`config.mk`:
```
export PLATFORM = sky130hd
export DESIGN_NAME = operand_fetch_stage_flat
export DESIGN_NICKNAME = d
export VERILOG_FILES = /design/src/rtl/operand_fetch_stage_if.sv /design/src/rtl/operand_fetch_stage.sv /design/src/flat_wrapper.sv
export SDC_FILE = /design/constraint.sdc
export NUM_CORES = 1
export LEC_CHECK = 0
export CAP_MARGIN = 20
export CORE_MARGIN = 4
export CORE_UTILIZATION = 45
export DETAILED_ROUTE_END_ITERATION = 10
export PLACE_DENSITY = 0.78
export SYNTH_ARGS = -nofsm -noshare
export SYNTH_HDL_FRONTEND = slang
export SYNTH_SLANG_ARGS = --single-unit
```
`constraint.sdc`:
```
create_clock -name Clock -period 3.5 [get_ports Clock]
set_input_delay 0.875 -clock Clock [delete_from_list [all_inputs] [get_ports Clock]]
set_output_delay 0.875 -clock Clock [all_outputs]
set_load 0.01 [all_outputs]
```
`src/rtl/operand_fetch_stage_if.sv`:
```
// ============================================================================
// Module   : operand_fetch_stage_if
// Brief    : Instruction, operand, writeback and register-file bundle for the
//            operand fetch stage.
// Revision : 1.0
// ============================================================================
`default_nettype none

interface operand_fetch_stage_if #(
  parameter int DATA_WIDTH = 16,
  parameter int ADDR_WIDTH = 5,
  parameter int OPC_WIDTH  = 4
);
  logic                  InValid;
  logic                  InReady;
  logic [OPC_WIDTH-1:0]  InOpcode;
  logic [ADDR_WIDTH-1:0] InDest;
  logic [ADDR_WIDTH-1:0] InSrc1;
  logic [ADDR_WIDTH-1:0] InSrc2;

  logic                  OutValid;
  logic                  OutReady;
  logic [OPC_WIDTH-1:0]  OutOpcode;
  logic [ADDR_WIDTH-1:0] OutDest;
  logic [DATA_WIDTH-1:0] OutOperand1;
  logic [DATA_WIDTH-1:0] OutOperand2;

  logic                  WbValid;
  logic [ADDR_WIDTH-1:0] WbAddress;
  logic [DATA_WIDTH-1:0] WbValue;

  logic                  RfMode;
  logic [ADDR_WIDTH-1:0] RfWriteAddress;
  logic [DATA_WIDTH-1:0] RfWriteValue;
  logic [ADDR_WIDTH-1:0] RfReadAddress1;
  logic [ADDR_WIDTH-1:0] RfReadAddress2;
  logic [DATA_WIDTH-1:0] RfReadValue1;
  logic [DATA_WIDTH-1:0] RfReadValue2;

  // Environment side: decoder, execute stage and register file.
  modport master (
    output InValid, InOpcode, InDest, InSrc1, InSrc2,
    output OutReady, WbValid, WbAddress, WbValue,
    output RfReadValue1, RfReadValue2,
    input  InReady, OutValid, OutOpcode, OutDest, OutOperand1, OutOperand2,
    input  RfMode, RfWriteAddress, RfWriteValue, RfReadAddress1, RfReadAddress2
  );

  // Operand fetch stage side.
  modport slave (
    input  InValid, InOpcode, InDest, InSrc1, InSrc2,
    input  OutReady, WbValid, WbAddress, WbValue,
    input  RfReadValue1, RfReadValue2,
    output InReady, OutValid, OutOpcode, OutDest, OutOperand1, OutOperand2,
    output RfMode, RfWriteAddress, RfWriteValue, RfReadAddress1, RfReadAddress2
  );
endinterface

`default_nettype wire

```
`src/rtl/operand_fetch_stage.sv`:
```
// ============================================================================
// Module   : operand_fetch_stage
// Brief    : Reads instruction operands from the register file with writeback
//            priority and a pending-write scoreboard guarding RAW hazards.
// Revision : 1.0
// ============================================================================
`default_nettype none

module operand_fetch_stage #(
  parameter int DATA_WIDTH = 16,
  parameter int ADDR_WIDTH = 5,
  parameter int OPC_WIDTH  = 4
) (
  input  wire logic              Clock,
  input  wire logic              Reset_n,
  operand_fetch_stage_if.slave   bus
);

  localparam int c_SB_DEPTH = 2 ** ADDR_WIDTH;

  typedef enum logic [1:0] {
    S_IDLE = 2'd0,
    S_READ = 2'd1,
    S_HOLD = 2'd2
  } state_t;

  state_t                r_state;
  state_t                w_nextState;
  logic [c_SB_DEPTH-1:0] r_scoreboard;
  logic [c_SB_DEPTH-1:0] w_scoreboardNext;
  logic [OPC_WIDTH-1:0]  r_opcode;
  logic [ADDR_WIDTH-1:0] r_dest;
  logic [ADDR_WIDTH-1:0] r_src1;
  logic [ADDR_WIDTH-1:0] r_src2;
  logic [DATA_WIDTH-1:0] r_operand1;
  logic [DATA_WIDTH-1:0] r_operand2;
  logic                  w_accept;
  logic                  w_capture;
  logic                  w_issue;

  // The register file has a single port mode, so any writeback blocks reads.
  always_comb begin
    w_nextState = r_state;
    w_accept    = 1'b0;
    w_capture   = 1'b0;
    w_issue     = 1'b0;
    case (r_state)
      S_IDLE: begin
        if (bus.InValid) begin
          w_accept    = 1'b1;
          w_nextState = S_READ;
        end
      end
      S_READ: begin
        if (!(bus.WbValid || r_scoreboard[r_src1] || r_scoreboard[r_src2])) begin
          w_capture   = 1'b1;
          w_nextState = S_HOLD;
        end
      end
      S_HOLD: begin
        if (bus.OutReady) begin
          w_issue     = 1'b1;
          w_nextState = S_IDLE;
        end
      end
      default: w_nextState = S_IDLE;
    endcase
  end

  // Set is applied after clear so an issue beats a same-address writeback.
  always_comb begin
    w_scoreboardNext = r_scoreboard;
    if (bus.WbValid) begin
      w_scoreboardNext[bus.WbAddress] = 1'b0;
    end
    if (w_issue) begin
      w_scoreboardNext[r_dest] = 1'b1;
    end
  end

  always_ff @(posedge Clock or negedge Reset_n) begin
    if (!Reset_n) begin
      r_state      <= S_IDLE;
      r_scoreboard <= '0;
      r_opcode     <= '0;
      r_dest       <= '0;
      r_src1       <= '0;
      r_src2       <= '0;
      r_operand1   <= '0;
      r_operand2   <= '0;
    end else begin
      r_state      <= w_nextState;
      r_scoreboard <= w_scoreboardNext;
      if (w_accept) begin
        r_opcode <= bus.InOpcode;
        r_dest   <= bus.InDest;
        r_src1   <= bus.InSrc1;
        r_src2   <= bus.InSrc2;
      end
      if (w_capture) begin
        r_operand1 <= bus.RfReadValue1;
        r_operand2 <= bus.RfReadValue2;
      end
    end
  end

  assign bus.InReady        = (r_state == S_IDLE);
  assign bus.OutValid       = (r_state == S_HOLD);
  assign bus.OutOpcode      = r_opcode;
  assign bus.OutDest        = r_dest;
  assign bus.OutOperand1    = r_operand1;
  assign bus.OutOperand2    = r_operand2;

  assign bus.RfMode         = bus.WbValid;
  assign bus.RfWriteAddress = bus.WbAddress;
  assign bus.RfWriteValue   = bus.WbValue;
  assign bus.RfReadAddress1 = r_src1;
  assign bus.RfReadAddress2 = r_src2;

endmodule

`default_nettype wire
```
`src/flat_wrapper.sv`:
```
// flat-port wrapper written by rule: the top's interface ports become plain ports
module operand_fetch_stage_flat 
#(
  parameter int DATA_WIDTH = 16,
  parameter int ADDR_WIDTH = 5,
  parameter int OPC_WIDTH  = 4
)
  (Clock, Reset_n, bus_InValid, bus_InOpcode, bus_InDest, bus_InSrc1, bus_InSrc2, bus_OutReady, bus_WbValid, bus_WbAddress, bus_WbValue, bus_RfReadValue1, bus_RfReadValue2, bus_InReady, bus_OutValid, bus_OutOpcode, bus_OutDest, bus_OutOperand1, bus_OutOperand2, bus_RfMode, bus_RfWriteAddress, bus_RfWriteValue, bus_RfReadAddress1, bus_RfReadAddress2);
  operand_fetch_stage_if #(.DATA_WIDTH(DATA_WIDTH), .ADDR_WIDTH(ADDR_WIDTH), .OPC_WIDTH(OPC_WIDTH)) bus_i ();
  input  wire logic Clock;
  input  wire logic Reset_n;
  input wire logic [$bits(bus_i.InValid)-1:0] bus_InValid;
  input wire logic [$bits(bus_i.InOpcode)-1:0] bus_InOpcode;
  input wire logic [$bits(bus_i.InDest)-1:0] bus_InDest;
  input wire logic [$bits(bus_i.InSrc1)-1:0] bus_InSrc1;
  input wire logic [$bits(bus_i.InSrc2)-1:0] bus_InSrc2;
  input wire logic [$bits(bus_i.OutReady)-1:0] bus_OutReady;
  input wire logic [$bits(bus_i.WbValid)-1:0] bus_WbValid;
  input wire logic [$bits(bus_i.WbAddress)-1:0] bus_WbAddress;
  input wire logic [$bits(bus_i.WbValue)-1:0] bus_WbValue;
  input wire logic [$bits(bus_i.RfReadValue1)-1:0] bus_RfReadValue1;
  input wire logic [$bits(bus_i.RfReadValue2)-1:0] bus_RfReadValue2;
  output wire logic [$bits(bus_i.InReady)-1:0] bus_InReady;
  output wire logic [$bits(bus_i.OutValid)-1:0] bus_OutValid;
  output wire logic [$bits(bus_i.OutOpcode)-1:0] bus_OutOpcode;
  output wire logic [$bits(bus_i.OutDest)-1:0] bus_OutDest;
  output wire logic [$bits(bus_i.OutOperand1)-1:0] bus_OutOperand1;
  output wire logic [$bits(bus_i.OutOperand2)-1:0] bus_OutOperand2;
  output wire logic [$bits(bus_i.RfMode)-1:0] bus_RfMode;
  output wire logic [$bits(bus_i.RfWriteAddress)-1:0] bus_RfWriteAddress;
  output wire logic [$bits(bus_i.RfWriteValue)-1:0] bus_RfWriteValue;
  output wire logic [$bits(bus_i.RfReadAddress1)-1:0] bus_RfReadAddress1;
  output wire logic [$bits(bus_i.RfReadAddress2)-1:0] bus_RfReadAddress2;
  assign bus_i.InValid = bus_InValid;
  assign bus_i.InOpcode = bus_InOpcode;
  assign bus_i.InDest = bus_InDest;
  assign bus_i.InSrc1 = bus_InSrc1;
  assign bus_i.InSrc2 = bus_InSrc2;
  assign bus_i.OutReady = bus_OutReady;
  assign bus_i.WbValid = bus_WbValid;
  assign bus_i.WbAddress = bus_WbAddress;
  assign bus_i.WbValue = bus_WbValue;
  assign bus_i.RfReadValue1 = bus_RfReadValue1;
  assign bus_i.RfReadValue2 = bus_RfReadValue2;
  assign bus_InReady = bus_i.InReady;
  assign bus_OutValid = bus_i.OutValid;
  assign bus_OutOpcode = bus_i.OutOpcode;
  assign bus_OutDest = bus_i.OutDest;
  assign bus_OutOperand1 = bus_i.OutOperand1;
  assign bus_OutOperand2 = bus_i.OutOperand2;
  assign bus_RfMode = bus_i.RfMode;
  assign bus_RfWriteAddress = bus_i.RfWriteAddress;
  assign bus_RfWriteValue = bus_i.RfWriteValue;
  assign bus_RfReadAddress1 = bus_i.RfReadAddress1;
  assign bus_RfReadAddress2 = bus_i.RfReadAddress2;
  operand_fetch_stage #(.DATA_WIDTH(DATA_WIDTH), .ADDR_WIDTH(ADDR_WIDTH), .OPC_WIDTH(OPC_WIDTH)) u_core (.Clock(Clock), .Reset_n(Reset_n), .bus(bus_i));
endmodule
```
### After elaboration in Yosys (flattened, before gate mapping)

Index checks and enable logic that the tools add are counted.
Widths: inputs -> output; s select.

* bits of input ports: 77
* register bits: 85
* output and inout port bits: 75
* word-level logic and storage cells: 48

* magnitude comparators: 6
* bitwise operators: 3
* reduce and logical (&&, ||, !) cells: 6
* mux-type cells: 20
* eq/ne operators: 5

Operator list (number)
* $mux 32: 2
* $and 32x32->32: 1
* $not 32->32: 1
* $or 32x32->32: 1
* $lt 5x6->1 const B: 4
* $bmux 1 s5: 2
* $demux 1 s5: 2
* $ge 5x1->1 const B: 2
* $mux 1: 10
* $mux 2: 3
* $ne 2x2->1 const B: 3
* $pmux 2 s3: 1
* $reduce_and 3->1: 1
* $eq 2x1->1 const B: 1
* $eq 2x2->1 const B: 1
* $logic_and 1x1->1: 2
* $logic_not 2->1: 1
* $logic_or 1x1->1: 2

### Longest topological paths before layout

* depth in word-level cells: 9
* depth in mapped cells: 9
* gate-level depth less buffers: 6

### Worst setup path before layout

Ideal clock, no wire load.

* kind: reg2reg
* start point: register u_core.r_src2[1] (netlist: u_core.bus.RfReadAddress2[1])
* end point: register u_core.r_operand1[0] (netlist: u_core.bus.OutOperand1[0])
* arrival: 2.541 ns
* path slack: 0.835 ns
* data required time: 3.375 ns
* library setup time: 0.125 ns
* stages on the path, launching flop included: 10
* path buffers: 3
* cell sequence: dfrtp_1 clkbuf_1 buf_2 mux2i_1 nand2_1 a31oi_1 nand4_1 nor4b_4 buf_6 mux2_2

* longest elaborated chain between the ends: 5

RTL lines
* start: declaration: line operand_fetch_stage.sv:34 `logic [ADDR_WIDTH-1:0] r_src2;`
* start signal: assignment: line operand_fetch_stage.sv:98 `r_src2 <= bus.InSrc2;`
* $bmux 1 s5: line operand_fetch_stage.sv:55 `if (!(bus.WbValid || r_scoreboard[r_src1] || r_scoreboard[r_src2])) begin`
* $mux 1 (implied by the code): line operand_fetch_stage.sv:55
* $logic_or 1x1->1: line operand_fetch_stage.sv:55
* $mux 1: line operand_fetch_stage.sv:55
* $mux 1: line operand_fetch_stage.sv:47 `case (r_state)`
* end signal: assignment: line operand_fetch_stage.sv:101 `r_operand1 <= bus.RfReadValue1;`
* end: declaration: line operand_fetch_stage.sv:35 `logic [DATA_WIDTH-1:0] r_operand1;`

No other way between the ends. The select of a mux whose other input is x is not followed.
A chain may end at the register's enable or synchronous reset.

### Worst setup path after layout

* start point: input port bus_WbAddress[2]
* end point: output port bus_RfWriteAddress[2]

RTL lines
* start: declaration: line flat_wrapper.sv:19 `input wire logic [$bits(bus_i.WbAddress)-1:0] bus_WbAddress;`
* end: declaration: line flat_wrapper.sv:30 `output wire logic [$bits(bus_i.RfWriteAddress)-1:0] bus_RfWriteAddress;`

No word-level cell between the ends.

==> results.sh <==
export IMPL_rrSetupSlack_ns=0.68
export IMPL_ctsHoldBuffers=0
export IMPL_fin_area_sq_mm=0.005470
export IMPL_row_count=34
export IMPL_synth_area_sq_mm=0.004096
export IMPL_drcViolationCount=0
export IMPL_leakage_uw=0.002252
export IMPL_routed_via_density=5.613
export IMPL_fin_tns_setup_ns=0
export IMPL_crit_end="bus_RfWriteAddress[2]"
export IMPL_yosysUniqueCellTypes=31
export IMPL_wl_um=10330
export IMPL_crit_fanout=9
export IMPL_clkTransAtPathRegs_ns=0.09
export IMPL_area_delta_synth_final_pct=33.54
export IMPL_core_area_sq_mm=0.008806
export IMPL_r2r_end="u_core.bus.OutOperand2[12]"
export IMPL_insertion_delay_ns=0.35
export IMPL_cp_data_required_time_ns=2.62
export IMPL_die_h_um=103.4
export IMPL_synthArstFlopShare=1.000
export IMPL_worstPathArrival_ns=2.12
export IMPL_wl_met3_um=645
export IMPL_criticalPathCategory="input pin to output port"
export IMPL_met1_length_um=4268
export IMPL_fin_crit_sh=0.8543
export IMPL_ant_nets=0
export IMPL_drtPass1Iterations=4
export IMPL_cp_start_kind="input pin"
export IMPL_cts_root_buf="clkbuf_8"
export IMPL_slew_headroom=0.4037
export IMPL_yosys_cell_count_top_type="dfrtp_1"
export IMPL_port_buffers=119
export IMPL_syn_nets=426
export IMPL_finalHoldViolations=0
export IMPL_path_depth=2
export IMPL_maxCapViolations=0
export IMPL_gp_congestion=0.8556
export IMPL_placed_area_sq_mm=0.005211
export IMPL_slew_violations=0
export IMPL_end_kind="output port"
export IMPL_power_density_mw_per_mm2=862.8
export IMPL_routed_top_layer="met4"
export IMPL_yosys_warnings=0
export IMPL_overflow=0
export IMPL_path_cells="clkdlybuf4s50_1, clkdlybuf4s50_1"
export IMPL_cpPeakStageDelay_ns=0.62
export IMPL_status="finished, final reports clean"
export IMPL_startpoint="bus_WbAddress[2]"
export IMPL_clock_sink_count=85
export IMPL_start_util=0.4652
export IMPL_wl_met2_um=5268
export IMPL_min_path_type="input pin to async pin"
export IMPL_synth_edff_count=0
export IMPL_synth_area_leader_cell="dfrtp_1"
export IMPL_cts_resized=0
export IMPL_grt_max_degree=86
export IMPL_dpl_hpwl_um=7620
export IMPL_cts_buffers=9
export IMPL_cpMaxStageDelayCell="clkdlybuf4s50_1"
export IMPL_cp_common_cell="clkdlybuf4s50_1"
export IMPL_drt_iter0_drc=256
export IMPL_grt_usage=0.1921
export IMPL_synth_seq_area_share=0.5192
export IMPL_reg2reg_depth=7
export IMPL_rsz0062_at_grt="no"
export IMPL_antenna_found_initial=0
export IMPL_ys_top_cells_by_count="85 x dfrtp_1, 67 x o21ai_0, 52 x mux2_2, 25 x mux2i_1, 22 x buf_4"
export IMPL_first_global_vias=3141
export IMPL_cp_top_family="buffers and inverters"
export IMPL_finalNetCount=524
export IMPL_die_area_sq_mm=0.01069
export IMPL_wl_per_cell_um=18.44
export IMPL_clock_skew_ns=0.01017
export IMPL_routed_via_count=3143
export IMPL_cts_setup_buffers=0
export IMPL_synth_seq_cells=85
export IMPL_n_antenna_cell=0
export IMPL_tritoncts="done"
export IMPL_drive_above_1_share=0.1770
export IMPL_crit_buf_inv=2
export IMPL_die_w_um=103.4
export IMPL_setup_viol=0
export IMPL_grt_pass1_wl_um=15930
export IMPL_worstMarginPinSlew_ns=0.8945
export IMPL_ios=152
export IMPL_syn_area_per_cell_sq_um=11.74
export IMPL_r2r_start="u_core.bus.RfReadAddress2[1]"
export IMPL_netlist_instances=349
export IMPL_fmax_mhz=334.4
export IMPL_period_minus_slack_ns=2.990
export IMPL_cts_max_level=3
export IMPL_cts_buffer_depth=2
export IMPL_synthFlopType="dfrtp_1"
export IMPL_peakVddDrop_v=0.0004698
export IMPL_synth_top_area_share=0.5192
export IMPL_netlist_top_cells_area="dfrtp_1 52%, mux2_2 14%, o21ai_0 8.2%"
-- through the flow --
| stage | cells | total power, uW | util | worst slack, ns | hold slack, ns |
|---|---|---|---|---|---|
| 6_report | 560 | 4720 | 0.6212 | 0.5098 | 0.3350 |
| 5_1_grt | 560 | 5021 | 0.6212 | 0.4749 | 0.3157 |
| 4_1_cts | 559 | 4746 | 0.6181 | 0.5240 | 0.5138 |
| 3_5_place_dp | 543 | 3952 | 0.5918 | 0.5255 | 0.4930 |
| 3_3_place_gp | 543 | 3881 | 0.5918 | 0.5934 | 0.4691 |
| 2_1_floorplan | 349 | 2963 | - | 0.8345 | 0.4871 |
-- worst min-delay path by stage --
| stage | end | slack, ns | cells after the start |
|---|---|---|---|
| after global routing | u_core.bus.OutOperand2[2] | 0.32 | 1 |
| after floorplan | u_core.r_scoreboard[18] | 0.49 | 2 |
| final | u_core.bus.OutOperand2[4] | 0.33 | 1 |
| after global placement | u_core.bus.OutOperand2[7] | 0.47 | 1 |
| after CTS | u_core.bus.OutOperand1[15] | 0.51 | 1 |
| after detailed placement | u_core.bus.OutOperand2[7] | 0.49 | 1 |
-- cells in the final DEF, fill, tap and decap left out, drive strengths merged --
| cell type | Yosys | final |
|---|---|---|
| clkdlybuf4s50 | 0 | 118 |
| dfrtp | 85 | 85 |
| o21ai | 67 | 67 |
| mux2 | 53 | 53 |
| mux2i | 25 | 25 |
| nand2 | 13 | 13 |
| clkbuf | 6 | 10 |
| nand3 | 8 | 8 |
| nand3b | 8 | 8 |
| nor2 | 7 | 7 |
| nor2b | 6 | 6 |
| a22oi | 6 | 6 |
| inv | 3 | 5 |
| buf | 30 | 5 |
| or3 | 4 | 4 |
| or3b | 4 | 4 |
| nand4 | 4 | 4 |
| a311oi | 3 | 3 |
| nand2b | 3 | 3 |
| a21oi | 3 | 3 |
| o311ai | 2 | 2 |
| mux4 | 2 | 2 |
| and2 | 2 | 2 |
| bufinv | 0 | 2 |
| nand4b | 1 | 1 |
| a211oi | 1 | 1 |
| a31oi | 1 | 1 |
| nor4b | 1 | 1 |
| a21o | 1 | 1 |
| clkinvlp | 0 | 1 |
| clkinv | 0 | 1 |
-- registers in the layout (all words and copies together) (netlist names) --
name	flops
u_core.bus.OutDest	5
u_core.bus.OutOpcode	4
u_core.bus.OutOperand1	16
u_core.bus.OutOperand2	16
u_core.bus.RfReadAddress1	5
u_core.bus.RfReadAddress2	5
u_core.r_scoreboard	32
u_core.r_state	2
-- metal layers --
metal,vias up,track usage
met3,19,0.04024
met2,120,0.3167
met1,1556,0.2577
li1,1448,-
met5,-,0
met4,0,0.05378
-- layout make-up --
| type | instances | area, sq um |
|---|---|---|
| fill | 676 | 3336 |
| clock buffer | 10 | 137.6 |
| tap | 108 | 135.1 |
| sequential | 85 | 2127 |
| multi-input combinational | 225 | 1714 |
| timing repair buffer | 123 | 1251 |
| inverter | 3 | 11.26 |
| clock inverter | 6 | 93.84 |
-- worst reg2reg max path, stage by stage, from the launching register on --
cell and delay [ns]:
dfrtp_1 0.93, mux2i_1 0.28, a22oi_1 0.11, a31oi_1 0.23
nand4_1 0.22, nor4b_4 0.32, buf_12 0.25, mux2_2 0.37
-- kinds of logic (layout without fill, tap and decap cells) --
family,after synthesis,count (layout),synth area share
mux,80,80,0.2178
buf+inv,39,142,0.06231
flops,85,85,0.5192
compound gates,84,84,0.1124
simple gates,61,61,0.08827
-- report_power, final --
| group | switching [uW] | leakage [uW] | total [uW] | internal, uW |
|---|---|---|---|---|
| logic | 817 | 0.00107 | 2080 | 1260 |
| registers | 455 | 0.00107 | 1860 | 1410 |
| clock network | 353 | 0.000113 | 781 | 428 |
Note: power is estimated with default switching activity, not from simulation.
